### config.mk
export PLATFORM = sky130hd
export DESIGN_NAME = reg8_write_arbiter_flat
export DESIGN_NICKNAME = d
export VERILOG_FILES = /design/src/rtl/reg8_write_arbiter_if.sv /design/src/rtl/reg8_write_arbiter.sv /design/src/flat_wrapper.sv
export SDC_FILE = /design/constraint.sdc
export NUM_CORES = 1
export LEC_CHECK = 0
export BUFFER_PORTS_ARGS = -buffer_cell sky130_fd_sc_hd__buf_2
export CORE_MARGIN = 2
export CORE_UTILIZATION = 30
export DETAILED_ROUTE_END_ITERATION = 10
export PLACE_DENSITY_LB_ADDON = 0.08
export SKIP_LAST_GASP = 1
export SLEW_MARGIN = 20
export SYNTH_ARGS = -nofsm -noshare
export SYNTH_HDL_FRONTEND = slang
export SYNTH_SLANG_ARGS = --single-unit
### constraint.sdc
create_clock -name clk -period 1.5 [get_ports clk]
set_clock_uncertainty 0.2 [all_clocks]
set_input_delay 0.3 -clock clk [delete_from_list [all_inputs] [get_ports clk]]
set_output_delay 0.3 -clock clk [all_outputs]
set_load 0.05 [all_outputs]
### src/rtl/reg8_write_arbiter_if.sv
// Requester handshakes, stall and register-side outputs of the shared reg8 write arbiter.
// master = requester/test side, slave = arbiter.
interface reg8_write_arbiter_if;
  logic       req0_val;
  logic       req0_rdy;
  logic [7:0] req0_data;
  logic       req1_val;
  logic       req1_rdy;
  logic [7:0] req1_data;
  logic       stall;
  logic       reg_en;
  logic [7:0] reg_d;
  logic       last_grant;
  logic [7:0] wr_count;

  modport master (
    output req0_val, req0_data, req1_val, req1_data, stall,
    input  req0_rdy, req1_rdy, reg_en, reg_d, last_grant, wr_count
  );

  modport slave (
    input  req0_val, req0_data, req1_val, req1_data, stall,
    output req0_rdy, req1_rdy, reg_en, reg_d, last_grant, wr_count
  );
endinterface

### src/rtl/reg8_write_arbiter.sv
// Round-robin arbiter staging one byte per cycle into a shared 8-bit enable register; en/d one cycle after accept.
// Backpressure: rdy is combinational on val, held low by stall or reset; a byte already staged always writes.
module reg8_write_arbiter (
  input logic                 clk,
  input logic                 rst,
  reg8_write_arbiter_if.slave bus
);
  logic       ptr;
  logic       stage_valid;
  logic [7:0] stage_data;
  logic       last_grant_q;
  logic [7:0] wr_count_q;
  logic       grant0;
  logic       grant1;

  // Contention goes to ptr; a lone valid requester always wins.
  always_comb begin
    grant0 = 1'b0;
    grant1 = 1'b0;
    if (rst && !bus.stall) begin
      if (bus.req0_val && (!bus.req1_val || !ptr)) begin
        grant0 = 1'b1;
      end else if (bus.req1_val) begin
        grant1 = 1'b1;
      end
    end
  end

  assign bus.req0_rdy   = grant0;
  assign bus.req1_rdy   = grant1;
  assign bus.reg_en     = stage_valid;
  assign bus.reg_d      = stage_data;
  assign bus.last_grant = last_grant_q;
  assign bus.wr_count   = wr_count_q;

  always_ff @(posedge clk) begin
    if (!rst) begin
      ptr          <= 1'b0;
      stage_valid  <= 1'b0;
      stage_data   <= 8'h00;
      last_grant_q <= 1'b0;
      wr_count_q   <= 8'h00;
    end else begin
      stage_valid <= grant0 | grant1;
      if (grant0) begin
        ptr          <= 1'b1;
        last_grant_q <= 1'b0;
        stage_data   <= bus.req0_data;
      end else if (grant1) begin
        ptr          <= 1'b0;
        last_grant_q <= 1'b1;
        stage_data   <= bus.req1_data;
      end
      if (stage_valid) begin
        wr_count_q <= wr_count_q + 8'd1;
      end
    end
  end
endmodule

### src/flat_wrapper.sv
// flat-port wrapper written by rule: the top's interface ports become plain ports
module reg8_write_arbiter_flat 
  (clk, rst, bus_req0_val, bus_req0_data, bus_req1_val, bus_req1_data, bus_stall, bus_req0_rdy, bus_req1_rdy, bus_reg_en, bus_reg_d, bus_last_grant, bus_wr_count);
  reg8_write_arbiter_if bus_i ();
  input logic clk;
  input logic rst;
  input wire logic [$bits(bus_i.req0_val)-1:0] bus_req0_val;
  input wire logic [$bits(bus_i.req0_data)-1:0] bus_req0_data;
  input wire logic [$bits(bus_i.req1_val)-1:0] bus_req1_val;
  input wire logic [$bits(bus_i.req1_data)-1:0] bus_req1_data;
  input wire logic [$bits(bus_i.stall)-1:0] bus_stall;
  output wire logic [$bits(bus_i.req0_rdy)-1:0] bus_req0_rdy;
  output wire logic [$bits(bus_i.req1_rdy)-1:0] bus_req1_rdy;
  output wire logic [$bits(bus_i.reg_en)-1:0] bus_reg_en;
  output wire logic [$bits(bus_i.reg_d)-1:0] bus_reg_d;
  output wire logic [$bits(bus_i.last_grant)-1:0] bus_last_grant;
  output wire logic [$bits(bus_i.wr_count)-1:0] bus_wr_count;
  assign bus_i.req0_val = bus_req0_val;
  assign bus_i.req0_data = bus_req0_data;
  assign bus_i.req1_val = bus_req1_val;
  assign bus_i.req1_data = bus_req1_data;
  assign bus_i.stall = bus_stall;
  assign bus_req0_rdy = bus_i.req0_rdy;
  assign bus_req1_rdy = bus_i.req1_rdy;
  assign bus_reg_en = bus_i.reg_en;
  assign bus_reg_d = bus_i.reg_d;
  assign bus_last_grant = bus_i.last_grant;
  assign bus_wr_count = bus_i.wr_count;
  reg8_write_arbiter u_core (.clk(clk), .rst(rst), .bus(bus_i));
endmodule
# Word level (Yosys, flattened, before mapping)

Index checks and enable logic that the tools add are counted.

Register bits: 19
Input bits: 21
Logic and storage cells: 25

Add/subtract/negate cells: 1
Multiplexer cells: 9
Bitwise logic cells: 2
Reductions and logical operators: 8

Operators with widths:

| kind                                                          | count |
|---|---|
| 8-bit 2-to-1 mux                                              | 2 |
| 8-bit by 1-bit adder with 8-bit output, second input constant | 1 |
| 1-bit 2-to-1 mux                                              | 7 |
| 1-bit zero test                                               | 3 |
| 1-bit logical AND                                             | 2 |
| 2-bit nonzero test                                            | 1 |
| 2-bit OR reduction                                            | 1 |
| 1-bit logical OR                                              | 1 |
| 1-bit NOT                                                     | 1 |
| 1-bit OR                                                      | 1 |

# Longest topological paths before layout

Gate-level depths: netlist of run 1.

Word-level depth: 7
Mapped depth: 4
Gate-level depth less buffers: 4

# Worst setup path before layout of run 1

OpenSTA, ideal clock, no wires.

Kind: input-to-reg
From: in bus_stall
To: reg u_core.ptr
Arrival time: 1.504 ns
Data required time: 1.135 ns
Slack: -0.369 ns
Stages on the path: 4
Buffers on the path: 1
Path through: buf_2 -> nand2b_1 -> nor3b_2 -> o22ai_1

Longest elaborated chain between the ends: 4
Elaborated cells between the ends (all ways): 6
Classes of those cells: mux (3); reduce/logical (3)

RTL lines:

| element                             | line                     | RTL |
|---|---|---|
| start, declared                     | flat_wrapper.sv:11       | `input wire logic [$bits(bus_i.stall)-1:0] bus_stall;` |
| 1-bit zero test                     | reg8_write_arbiter.sv:20 | `if (rst && !bus.stall) begin` |
| 1-bit logical AND                   | reg8_write_arbiter.sv:20 |  |
| 1-bit 2-to-1 mux                    | reg8_write_arbiter.sv:20 |  |
| via bus_req1_rdy                    | flat_wrapper.sv:13       | `output wire logic [$bits(bus_i.req1_rdy)-1:0] bus_req1_rdy;` |
| 2-bit nonzero test (no source line) | --                       |  |
| end signal, assigned                | reg8_write_arbiter.sv:38 | `ptr <= 1'b0;` |
| end signal, assigned                | reg8_write_arbiter.sv:46 | `ptr <= 1'b1;` |
| end signal, assigned                | reg8_write_arbiter.sv:50 | `ptr <= 1'b0;` |
| end, declared                       | reg8_write_arbiter.sv:8  | `logic ptr;` |

The timed path passes the listed nets, and every way through them passes these cells.
A chain may end at the register's enable or synchronous reset.

# Worst setup path after layout of run 1

From: reg u_core.ptr
To: out bus_req1_rdy

Longest elaborated chain between the ends: 5

RTL lines:

| element           | line                     | RTL |
|---|---|---|
| 1-bit zero test   | reg8_write_arbiter.sv:21 | `if (bus.req0_val && (!bus.req1_val \|\| !ptr)) begin` |
| 1-bit logical OR  | reg8_write_arbiter.sv:21 |  |
| 1-bit logical AND | reg8_write_arbiter.sv:21 |  |
| 1-bit 2-to-1 mux  | reg8_write_arbiter.sv:21 |  |
| 1-bit 2-to-1 mux  | reg8_write_arbiter.sv:20 |  |
| end, declared     | flat_wrapper.sv:13       |  |

Every way passes these cells.

==> results of run 1 <==
==> cell usage after synthesis, types with 2 or more instances <==
master     n  share of area, %
buf_2      2               1.2
nand4_1    3               2.2
dfxtp_1   19                45
nor2_1     3               1.3
nor2b_1    3               2.2
nand2b_1   3               2.2
and2_1     4               2.9
o31ai_1    2               1.8
o21ai_0    9               5.3
clkbuf_1   3               1.3
nand2_1    4               1.8
xnor2_1    3               3.1
nor3_1    24                14
==> how the worst min path moves through the flow <==
stage | slack (ns) | depth (start not counted) | to
finish | 0.06 | 3 | u_core.bus.reg_d[2]
floorplan | 0.21 | 2 | u_core.bus.reg_en
global route | 0.06 | 3 | u_core.bus.reg_d[5]
detailed placement | 0.28 | 2 | u_core.bus.wr_count[7]
CTS | 0.05 | 3 | u_core.bus.reg_d[5]
global placement | 0.26 | 2 | u_core.bus.wr_count[7]
==> registers in the layout, indices dropped and copies added, names as in the netlist <==
| signal | flops |
|---|---|
| u_core.bus.reg_en | 1 |
| u_core.bus.last_grant | 1 |
| u_core.ptr | 1 |
| u_core.bus.wr_count | 8 |
| u_core.bus.reg_d | 8 |
==> power by group <==
part	switching (mW)	internal [mW]
clock	0.162	0.0992
combinational	0.167	0.0933
sequential	0.0199	0.528
total	0.349	0.721
==> placed cells by master (no fill, tap or decap), types with 2 or more instances in the layout <==
master | Yosys | routed
nor2b_1 | 3 | 2
and2_1 | 4 | 4
nand2b_1 | 3 | 2
nand2_1 | 4 | 4
buf_2 | 2 | 34
dfxtp_1 | 19 | 10
dfxtp_4 | 0 | 4
clkbuf_4 | 0 | 7
buf_4 | 0 | 10
nand4_1 | 3 | 3
dfxtp_2 | 0 | 5
nor3_1 | 24 | 24
o21ai_0 | 9 | 9
o31ai_1 | 2 | 2
nor2_1 | 3 | 2
buf_6 | 1 | 2
xnor2_1 | 3 | 3
==> per-stage QoR <==
stage                     cells  hold slack, ns  util [%]  setup WS (ns)
final                       176         0.05787     45.40        -0.1364
after detailed placement    171          0.2817     42.70       -0.04589
after floorplan              98          0.2145         -       -0.09259
after CTS                   176         0.04992     44.67        -0.1232
after global placement      171          0.2565     42.70       -0.02655
after global routing        176         0.05710     45.40        -0.1903
==> layer usage <==
layer / wire (um) / part of all wire (%) / vias to the layer above
met5: 0 / 0 / -
met4: 38 / 1.7 / 0
met3: 150 / 6.8 / 4
met2: 1151 / 52 / 28
met1: 881 / 40 / 402
li1: - / - / 444
==> tightest hold or removal path: stages <==
cell,delay (ns)
buf_2,0.07
nor3_1,0.03
nor3_1,0.11
==> layout make-up <==
class / instances / share of cell area [%]
clock inverter: 1 / 0.4032
tap: 31 / 3.125
multi-input combinational: 72 / 38.31
sequential: 19 / 32.36
clock buffer: 3 / 1.815
timing repair buffer: 50 / 23.99
==> kinds of logic (layout without fill, tap and decap cells) <==
| kind of cell | count (synthesis) | count (layout) | share of synthesized area [%] |
|---|---|---|---|
| simple gates | 49 | 49 | 31.47 |
| flops | 19 | 19 | 44.71 |
| compound gates | 17 | 17 | 12.79 |
| buf+inv | 7 | 54 | 4.264 |
| xor+xnor | 4 | 4 | 4.118 |
| fa+ha+maj | 1 | 1 | 1.470 |
| mux | 1 | 1 | 1.177 |
==> what timing repair did <==
| item | 4_1_cts | 5_1_grt |
|---|---|---|
| resized for setup | 6 | 7 |
| endpoints found under the hold margin | 0 | 0 |
| setup buffers | 1 | 0 |
| pin swaps | 0 | 1 |
| setup endpoints to repair | 2 | 6 |
==> metrics.yaml, run 1 <==
setup_path:
  crit_family: "flip-flops"
  crit_arrival_ns: 1.14
  endpoint: "bus_req1_rdy"
  startpoint_type: "flop"
  r2r-start: "u_core.bus.wr_count[0]"
  max_stage_delay_ns: 0.38
  crit_cells: 3
  cp_slowest_cell: "dfxtp_4"
  path_cells: "nor2b_4, nor3b_4, buf_6"
  path_buf_inv: 1
  r2r_cells: 4
  crit_path_end_kind: "output pin"
  r2r_slack_ns: 0.08
  crit_fanout: 3
  critPathRequiredTime_ns: 1.00
  r2r-end: "u_core.bus.wr_count[6]"
  startpoint: "u_core.ptr"
  crit_type: "reg2out"
routing:
  drt_iter0_drc: 37
  viasPerCell: 4.989
  routedWlPerCell_um: 12.63
  postRouteAntennaNets: 0
  drc: 0
  routed_wirelength_um: 2222
  firstDrtPassIters: 4
  via_count: 878
global_routing:
  top_usage_layer: "met2"
  grt_use_total_pct: 14.92
  grt_overflow_total: 0
  grt_use_met2_pct: 26.44
  first_global_vias: 887
  grt_max_degree: 20
  grt_use_met3_pct: 3.175
  antenna_found_initial: 0
  grt_pass1_wl_um: 3808
  grtUsageMet1_pct: 16.62
final_layout:
  drive_above_1_share_pct: 48.97
  syn_to_final_growth_pct: 45.88
  fin_nets: 168
  antennaDiodeCount: 0
  seqCellArea_um2: 401.6
  post-route-cell-area_mm2: 0.001241
  multi_input_area_um2: 475.5
  fillers: 289
floorplanning:
  start_util_pct: 31.12
  core-area_mm2: 0.002734
  die_area_mm2: 0.003278
  io_pins: 41
  die_x_um: 57.26
  rows: 19
  die_h_um: 57.26
clock_tree:
  tritoncts: "done"
  clockBufferDepth: 2
  h-tree-depth: 1
  cts.hold.buffers_added: 0
  ctsRootBufferMaster: "clkbuf_4"
  clk_pin_slew_worst_paths_ns: 0.12
  cts_sinks: 19
  cts_buffers: 3
  clk_latency_ns: 0.30
power:
  power_density_mw_per_mm2: 861.9
  p_leak_nw: 0.5405
  power_mw: 1.070
  peakVddDrop_mv: 0.5272
outcome:
  status: "finished with violations"
  violations: "negative setup slack"
sta:
  period_needed_ns: 1.636
  setup_slack_ns: -0.1364
  slew_violations: 0
  worstMarginPinSlew_ns: 0.2555
  setup_viol: 2
  slew_headroom_pct: 83.09
  fin_tns_setup_ns: -0.2645
  max_clock_freq_ghz: 0.6111
  min_period_over_period_pct: 109.1
  rsz0062_at_grt: "true"
  hold_violations: 0
place:
  routabilityCongestion: 0.7353
  dpl-instance-area_mm2: 0.001167
  numPortBuffers: 40
  dp_hpwl_um: 1596
min_path:
  worstHoldPathType: "in2reg"
  hp-start: "bus_req0_data[2]"
job:
  max-cap-violations: 0
yosys:
  async_reset_ff_share_pct: 0
  yosysWarnings: 0
  synthFlopType: "dfxtp_1"
  syn_inst: 98
  yosysSeqAreaShare_pct: 44.71
  synthesis.nets: 120
  synth_edf_count: 0
  synth.cell_area_um2: 850.8
  yosys.cell_types.count: 29
  synth_area_per_cell_um2: 8.682
  ys_ff_latch: 19
No activity file was read; power rests on OpenSTA's default activity.
==> inputs of run 2 (changes only) <==
--- a/config.mk
+++ b/config.mk
@@ -5,9 +5,11 @@
 export SDC_FILE = /design/constraint.sdc
 export NUM_CORES = 1
 export LEC_CHECK = 0
+export ABC_AREA = 1
 export BUFFER_PORTS_ARGS = -buffer_cell sky130_fd_sc_hd__buf_2
 export CORE_MARGIN = 2
 export CORE_UTILIZATION = 30
+export CTS_CLUSTER_SIZE = 16
 export DETAILED_ROUTE_END_ITERATION = 10
 export PLACE_DENSITY_LB_ADDON = 0.08
 export SKIP_LAST_GASP = 1
==> run 2 against run 1 <==
The flow still finishes with violations (negative setup slack). Synthesized cell count up 42%. Die area up 15%. Sequential share of layout area fell by 5.1 points. Routed wire length up 11%. Highest routed layer unchanged.
==> metrics.yaml, run 2 <==
outcome:
  status: "finished with violations"  # unchanged
  violations: "negative setup slack"  # unchanged
yosys:
  synth_top_cell_by_area: "dfxtp_1"  # unchanged
  synthFlopType: "dfxtp_1"  # unchanged
  synth_common_cells: "nor2_1 (28), inv_1 (26), nand3_1 (20)"  # was nor3_1 (24), dfxtp_1 (19), o21ai_0 (9)
  yosysSeqAreaShare_pct: 38.48  # was 44.71%
  synthDominantCellAreaShare_pct: 38.48  # was 44.71%
  ys_ff_latch: 19  # unchanged
  synth_edf_count: 0  # unchanged
  synthMostInstantiatedCell: "nor2_1"  # was nor3_1
  async_reset_ff_share_pct: 0  # unchanged
  synthesis.nets: 161  # was 120
  yosysWarnings: 0  # unchanged
  syn_inst: 139  # was 98
  synth_area_per_cell_um2: 7.111  # was 8.682 um2
  yosys.cell_types.count: 21  # was 29
  synth.cell_area_um2: 988.4  # was 850.8 um2
  ys_top_cells_by_area: "dfxtp_1 (38%), nor2_1 (11%), nand3_1 (10%)"  # was dfxtp_1 (45%), nor3_1 (14%), o21ai_0 (5.3%)
global_routing:
  grt_pass1_wl_um: 3926  # was 3808 um
  first_global_vias: 906  # was 887
  grtUsageMet1_pct: 18.16  # was 16.62%
  top_usage_layer: "met2"  # unchanged
  antenna_found_initial: 0  # unchanged
  grt_use_met2_pct: 22.95  # was 26.44%
  grt_overflow_total: 0  # unchanged
  grt_use_met3_pct: 1.891  # was 3.175%
  grt_use_total_pct: 13.95  # was 14.92%
  grt_max_degree: 12  # was 20
min_path:
  hold_end: "u_core.bus.reg_d[4]"  # was u_core.bus.reg_d[2]
  hp-start: "bus_req1_data[4]"  # was bus_req0_data[2]
  holdPathStages: 5  # was 3
  worstHoldPathType: "in2reg"  # unchanged
routing:
  routed_wirelength_um: 2471  # was 2222 um
  viasPerCell: 4.347  # was 4.989
  firstDrtPassIters: 4  # unchanged
  routedWlPerCell_um: 10.34  # was 12.63 um
  drt_iter0_drc: 35  # was 37
  drc: 0  # unchanged
  postRouteAntennaNets: 0  # unchanged
  via_count: 1039  # was 878
final_layout:
  fin_nets: 218  # was 168
  antennaDiodeCount: 0  # unchanged
  fillers: 359  # was 289
  syn_to_final_growth_pct: 43.29  # was 45.88%
  post-route-util_pct: 45.65  # was 45.40%
  seqCellArea_um2: 386.6  # was 401.6 um2
  mostFrequentLayoutCell: "buf_2"  # unchanged
  drive_above_1_share_pct: 41.54  # was 48.97%
  post-route-cell-area_mm2: 0.001416  # was 0.001241 mm2
  final_cell_mix: "buf_2 (33), nor2_1 (26), inv_1 (23), nand3_1 (20), buf_4 (19)"  # was buf_2 (34), nor3_1 (24), buf_4 (10), dfxtp_1 (10), o21ai_0 (9)
  multi_input_area_um2: 495.5  # was 475.5 um2
  fin_cells: 239  # was 176
sta:
  holdWs_ns: 0.1388  # was 0.05787 ns
  fin_tns_setup_ns: -0.2737  # was -0.2645 ns
  worstMarginPinSlew_ns: 0.2416  # was 0.2555 ns
  rsz0062_at_grt: "true"  # unchanged
  setup_slack_ns: -0.1453  # was -0.1364 ns
  period_needed_ns: 1.645  # was 1.636 ns
  min_period_over_period_pct: 109.7  # was 109.1%
  max_clock_freq_ghz: 0.6078  # was 0.6111 GHz
  slew_headroom_pct: 83.89  # was 83.09%
  setup_viol: 2  # unchanged
  hold_violations: 0  # unchanged
  slew_violations: 0  # unchanged
place:
  routabilityCongestion: 0.8349  # was 0.7353
  pre_cts_ws_ns: -0.03686  # was -0.04589 ns
  place_inst: 230  # was 171
  dp_hpwl_um: 1882  # was 1596 um
  numPortBuffers: 40  # unchanged
  dpl-instance-area_mm2: 0.001309  # was 0.001167 mm2
floorplanning:
  io_pins: 41  # unchanged
  start_util_pct: 31.85  # was 31.12%
  core-area_mm2: 0.003103  # was 0.002734 mm2
  die_x_um: 61.40  # was 57.26 um
  die_h_um: 61.40  # was 57.26 um
  die_area_mm2: 0.003770  # was 0.003278 mm2
  rows: 20  # was 19
clock_tree:
  cts_buffers: 3  # unchanged
  cts_sinks: 19  # unchanged
  clk_pin_slew_worst_paths_ns: 0.11  # was 0.12 ns
  clk_latency_ns: 0.29  # was 0.30 ns
  h-tree-depth: 1  # unchanged
  clockBufferDepth: 2  # unchanged
  ctsRootBufferMaster: "clkbuf_4"  # unchanged
  tritoncts: "done"  # unchanged
  cts.hold.buffers_added: 0  # unchanged
setup_path:
  path_cells: "nand2_4, nand2_4, inv_4, nand2_4, clkinvlp_4, buf_8"  # was nor2b_4, nor3b_4, buf_6
  max_stage_delay_ns: 0.37  # was 0.38 ns
  crit_fanout: 4  # was 3
  path_buf_inv: 3  # was 1
  cp_slowest_cell: "dfxtp_2"  # was dfxtp_4
  critPathRequiredTime_ns: 1.00  # about the same
  crit_arrival_ns: 1.15  # was 1.14 ns
  r2r_slack_ns: 0.16  # was 0.08 ns
  r2r-start: "u_core.ptr"  # was u_core.bus.wr_count[0]
  r2r_cells: 6  # was 4
  critPathMostFrequentCell: "nand2_4"
  startpoint_type: "flop"  # unchanged
  crit_family: "flip-flops"  # unchanged
  crit_type: "reg2out"  # unchanged
  crit_path_end_kind: "output pin"  # unchanged
  r2r-end: "u_core.bus.reg_d[1]"  # was u_core.bus.wr_count[6]
power:
  switchingPower_mw: 0.3502  # was 0.3489 mW
  power_density_mw_per_mm2: 764.0  # was 861.9 mW/mm2
  internal-power_mw: 0.7318  # was 0.7208 mW
  power_mw: 1.082  # was 1.070 mW
  power_frac_clock_pct: 23.9  # was 24.4%
  seqPwrFrac_pct: 50.4  # was 51.3%
  pwr-share-comb_pct: 25.7  # was 24.3%
  peakVddDrop_mv: 0.2465  # was 0.5272 mV
  switching_share_pct: 32.36  # was 32.62%
  p_leak_nw: 0.7304  # was 0.5405 nW
job:
  max-cap-violations: 0  # unchanged
==> run 2: cells by family after synthesis <==
| kind of cell | count (synthesis) | synth area share [%] |
|---|---|---|
| flops | 19 | 38.48 |
| simple gates | 80 | 40.63 |
| fa+ha+maj | 1 | 1.266 |
| buf+inv | 31 | 14.05 |
| compound gates | 7 | 4.684 |
| xor+xnor | 1 | 0.8862 |
==> run 2: power by group through the flow <==
stage / Combinational, mW / Clock (mW) / Sequential, mW
CTS: 0.268 / 0.276 / 0.546
global placement: 0.256 / 0 / 0.557
detailed placement: 0.257 / 0 / 0.557
floorplan: 0.108 / 0 / 0.626
global route: 0.302 / 0.294 / 0.551
finish: 0.278 / 0.258 / 0.546
==> run 2: worst max-delay path by stage <==
stage                           start                      to  depth (start not counted)
2_1_floorplan  u_core.bus.wr_count[2]  u_core.bus.wr_count[7]                          5
3_3_place_gp                      rst            bus_req0_rdy                          6
3_5_place_dp                      rst            bus_req0_rdy                          6
4_1_cts                    u_core.ptr            bus_req0_rdy                          6
5_1_grt                    u_core.ptr            bus_req0_rdy                          6
6_report                   u_core.ptr            bus_req0_rdy                          6
==> run 2: timing repair <==
item | CTS | global route
pin swaps | 2 | 4
resized for setup | 10 | 6
setup endpoints to repair | 6 | 12
cloned | 0 | 1
buffers inserted | 2 | 3
==> run 2: cell type report <==
type	count	area share (%)
Inverter	27	7.862
Timing Repair Buffer	55	24.12
Tap cell	44	3.887
Sequential cell	19	27.30
Multi-Input combinational cell	90	34.98
Clock buffer	4	1.855
==> run 2: metal layers <==
metal	wire length (um)	share of wire, %
met5	0	0
met4	27	1.1
met3	102	4.1
met2	1233	50
met1	1107	45
==> run 2: worst register-to-register path, stage by stage, from the launching register on <==
cell and delay, ns:
dfxtp_2 0.35, nand2_4 0.07, nand2_4 0.07, buf_4 0.17, a21oi_4 0.25, nor2_1 0.07
nor2_1 0.09
==> inputs of run 3 (changes only) <==
--- a/config.mk
+++ b/config.mk
@@ -13,7 +13,8 @@
 export DETAILED_ROUTE_END_ITERATION = 10
 export PLACE_DENSITY_LB_ADDON = 0.08
 export SKIP_LAST_GASP = 1
-export SLEW_MARGIN = 20
+export SLEW_MARGIN = 0
 export SYNTH_ARGS = -nofsm -noshare
 export SYNTH_HDL_FRONTEND = slang
 export SYNTH_SLANG_ARGS = --single-unit
+export TNS_END_PERCENT = 20
==> run 3 against run 2 <==
The run still ends with negative setup slack left. Worst hold slack got worse by 0.018 ns. Sequential share of layout area is 0.66 points higher. Via count shrank 1.6%. Combinational power is 4% lower. Critical path depth unchanged. Global-route usage grew 0.57 points. Clock power about the same. Total power down 1.3%. Count of clock-buffer cells in the layout unchanged. Maximum frequency grew 3.5%. First-iteration DRC count rose by 40%. Register-to-register slack lost 0.10 ns. Critical path type unchanged. Largest power group unchanged.
==> metrics.yaml, run 3 (same netlist as run 2, synthesis figures left out) <==
setup_path:
  cp_slowest_cell: "dfxtp_2"  # unchanged
  critPathMostFrequentCell: "nand2_4"  # unchanged
  r2r-end: "u_core.bus.reg_d[2]"  # was u_core.bus.reg_d[1]
  r2r_cells: 7  # was 6
  crit_type: "reg2out"  # unchanged
  crit_arrival_ns: 1.09  # was 1.15 ns
  crit_family: "flip-flops"  # unchanged
  r2r_slack_ns: 0.06  # was 0.16 ns
  critPathRequiredTime_ns: 1.00  # about the same
  crit_fanout: 4  # unchanged
  path_cells: "nand2_4, nand2_4, inv_2, nand2_4, inv_2, buf_8"  # was nand2_4, nand2_4, inv_4, nand2_4, clkinvlp_4, buf_8
  path_buf_inv: 3  # unchanged
  max_stage_delay_ns: 0.37  # about the same
  crit_path_end_kind: "output pin"  # unchanged
  r2r-start: "u_core.ptr"  # unchanged
  startpoint_type: "flop"  # unchanged
routing:
  viasPerCell: 4.331  # was 4.347
  via_count: 1022  # was 1,039
  postRouteAntennaNets: 0  # unchanged
  firstDrtPassIters: 4  # unchanged
  routed_wirelength_um: 2383  # was 2471 um
  drt_iter0_drc: 49  # was 35
  routedWlPerCell_um: 10.10  # was 10.34 um
  drc: 0  # unchanged
sta:
  setup_viol: 4  # was 2
  slew_violations: 0  # unchanged
  rsz0062_at_grt: "true"  # unchanged
  hold_violations: 0  # unchanged
  period_needed_ns: 1.590  # was 1.645 ns
  slew_headroom_pct: 80.89  # was 83.89%
  setup_slack_ns: -0.09031  # was -0.1453 ns
  worstMarginPinSlew_ns: 0.2862  # was 0.2416 ns
  max_clock_freq_ghz: 0.6288  # was 0.6078 GHz
  min_period_over_period_pct: 106.0  # was 109.7%
  fin_tns_setup_ns: -0.2085  # was -0.2737 ns
floorplanning:
  rows: 20  # unchanged
  die_area_mm2: 0.003770  # unchanged
  die_x_um: 61.40  # unchanged
  die_h_um: 61.40  # unchanged
  io_pins: 41  # unchanged
  core-area_mm2: 0.003103  # unchanged
  start_util_pct: 31.85  # unchanged
power:
  p_leak_nw: 0.7407  # was 0.7304 nW
  peakVddDrop_mv: 0.3611  # was 0.2465 mV
  power_density_mw_per_mm2: 777.7  # was 764.0 mW/mm2
final_layout:
  post-route-util_pct: 44.27  # was 45.65%
  antennaDiodeCount: 0  # unchanged
  mostFrequentLayoutCell: "buf_2"  # unchanged
  final_cell_mix: "buf_2 (37), nor2_1 (28), inv_1 (23), nand3_1 (20), dfxtp_1 (16)"  # was buf_2 (33), nor2_1 (26), inv_1 (23), nand3_1 (20), buf_4 (19)
  drive_above_1_share_pct: 38.54  # was 41.54%
  fin_nets: 215  # was 218
  fin_cells: 236  # was 239
  syn_to_final_growth_pct: 38.99  # was 43.29%
clock_tree:
  clockBufferDepth: 2  # unchanged
  h-tree-depth: 1  # unchanged
  clk_latency_ns: 0.29  # about the same
  clk_pin_slew_worst_paths_ns: 0.11  # about the same
  ctsRootBufferMaster: "clkbuf_4"  # unchanged
  cts.hold.buffers_added: 0  # unchanged
  tritoncts: "done"  # unchanged
  cts_buffers: 3  # unchanged
  cts_sinks: 19  # unchanged
outcome:
  violations: "negative setup slack"  # unchanged
  status: "finished with violations"  # unchanged
min_path:
  holdPathStages: 4  # was 5
  worstHoldPathType: "in2reg"  # unchanged
  hp-start: "bus_stall"  # was bus_req1_data[4]
  hold_end: "u_core.ptr"  # was u_core.bus.reg_d[4]
global_routing:
  grt_pass1_wl_um: 4002  # was 3926 um
  antenna_found_initial: 0  # unchanged
  grt_use_total_pct: 14.52  # was 13.95%
  first_global_vias: 938  # was 906
  grt_max_degree: 15  # was 12
  grt_overflow_total: 0  # unchanged
place:
  routabilityCongestion: 0.7913  # was 0.8349
  numPortBuffers: 40  # unchanged
  dp_hpwl_um: 1837  # was 1882 um
  pre_cts_ws_ns: -0.01477  # was -0.03686 ns
  place_inst: 230  # unchanged
job:
  max-cap-violations: 0  # unchanged
[run 3: worst max-delay path by stage]
stage | end | from | depth (start not counted) | slack [ns]
3_5_place_dp | bus_req0_rdy | rst | 6 | -0.01
4_1_cts | bus_req0_rdy | u_core.ptr | 6 | -0.10
3_3_place_gp | bus_req0_rdy | rst | 6 | -0.008
5_1_grt | bus_req0_rdy | u_core.ptr | 6 | -0.16
6_report | bus_req0_rdy | u_core.ptr | 6 | -0.09
2_1_floorplan | bus_req0_rdy | bus_req0_val | 6 | -0.10
[run 3: area by class of cell]
type                       instances  area, um2
inverter                          27      101.3
timing repair buffer              53      320.3
sequential                        19      384.1
fill                             363       1729
tap                               44      55.05
multi-input combinational         89      486.7
clock buffer                       4      26.28
[run 3: metrics by stage]
step	power [mW]	cell area [um2]	hold WS (ns)
6_report	1.068	1374	0.1206
5_1_grt	1.140	1374	0.1291
4_1_cts	1.075	1340	0.1279
3_5_place_dp	0.8094	1291	0.2547
3_3_place_gp	0.8068	1291	0.2579
2_1_floorplan	0.7277	991.0	0.2554
[run 3: worst reg2reg max path, delay by kind of cell, from the launching register on]
family                 cells  cell delay (ns)
flip-flops                 1             0.35
AND/OR/NAND/NOR            4             0.32
AO/OA/AOI/OAI              1             0.25
buffers and inverters      2             0.27
[run 3: routing by layer]
metal / track usage, % / wire (um)
met5: 0 / 0
met4: 6.383 / 15
met3: 3.571 / 136
met2: 24.62 / 1169
met1: 17.41 / 1062
[run 3: what timing repair did]
item,CTS,global route
gates resized for setup,11,4
pin swaps,1,2
endpoints found under the setup margin,5,7
buffers inserted,0,2
[run 3: report_power, final]
group	internal (mW)	leakage [nW]	switching, mW
Clock	0.103	0.0150	0.153
Combinational	0.0952	0.569	0.172
Sequential	0.528	0.156	0.0161
Total	0.727	0.741	0.342
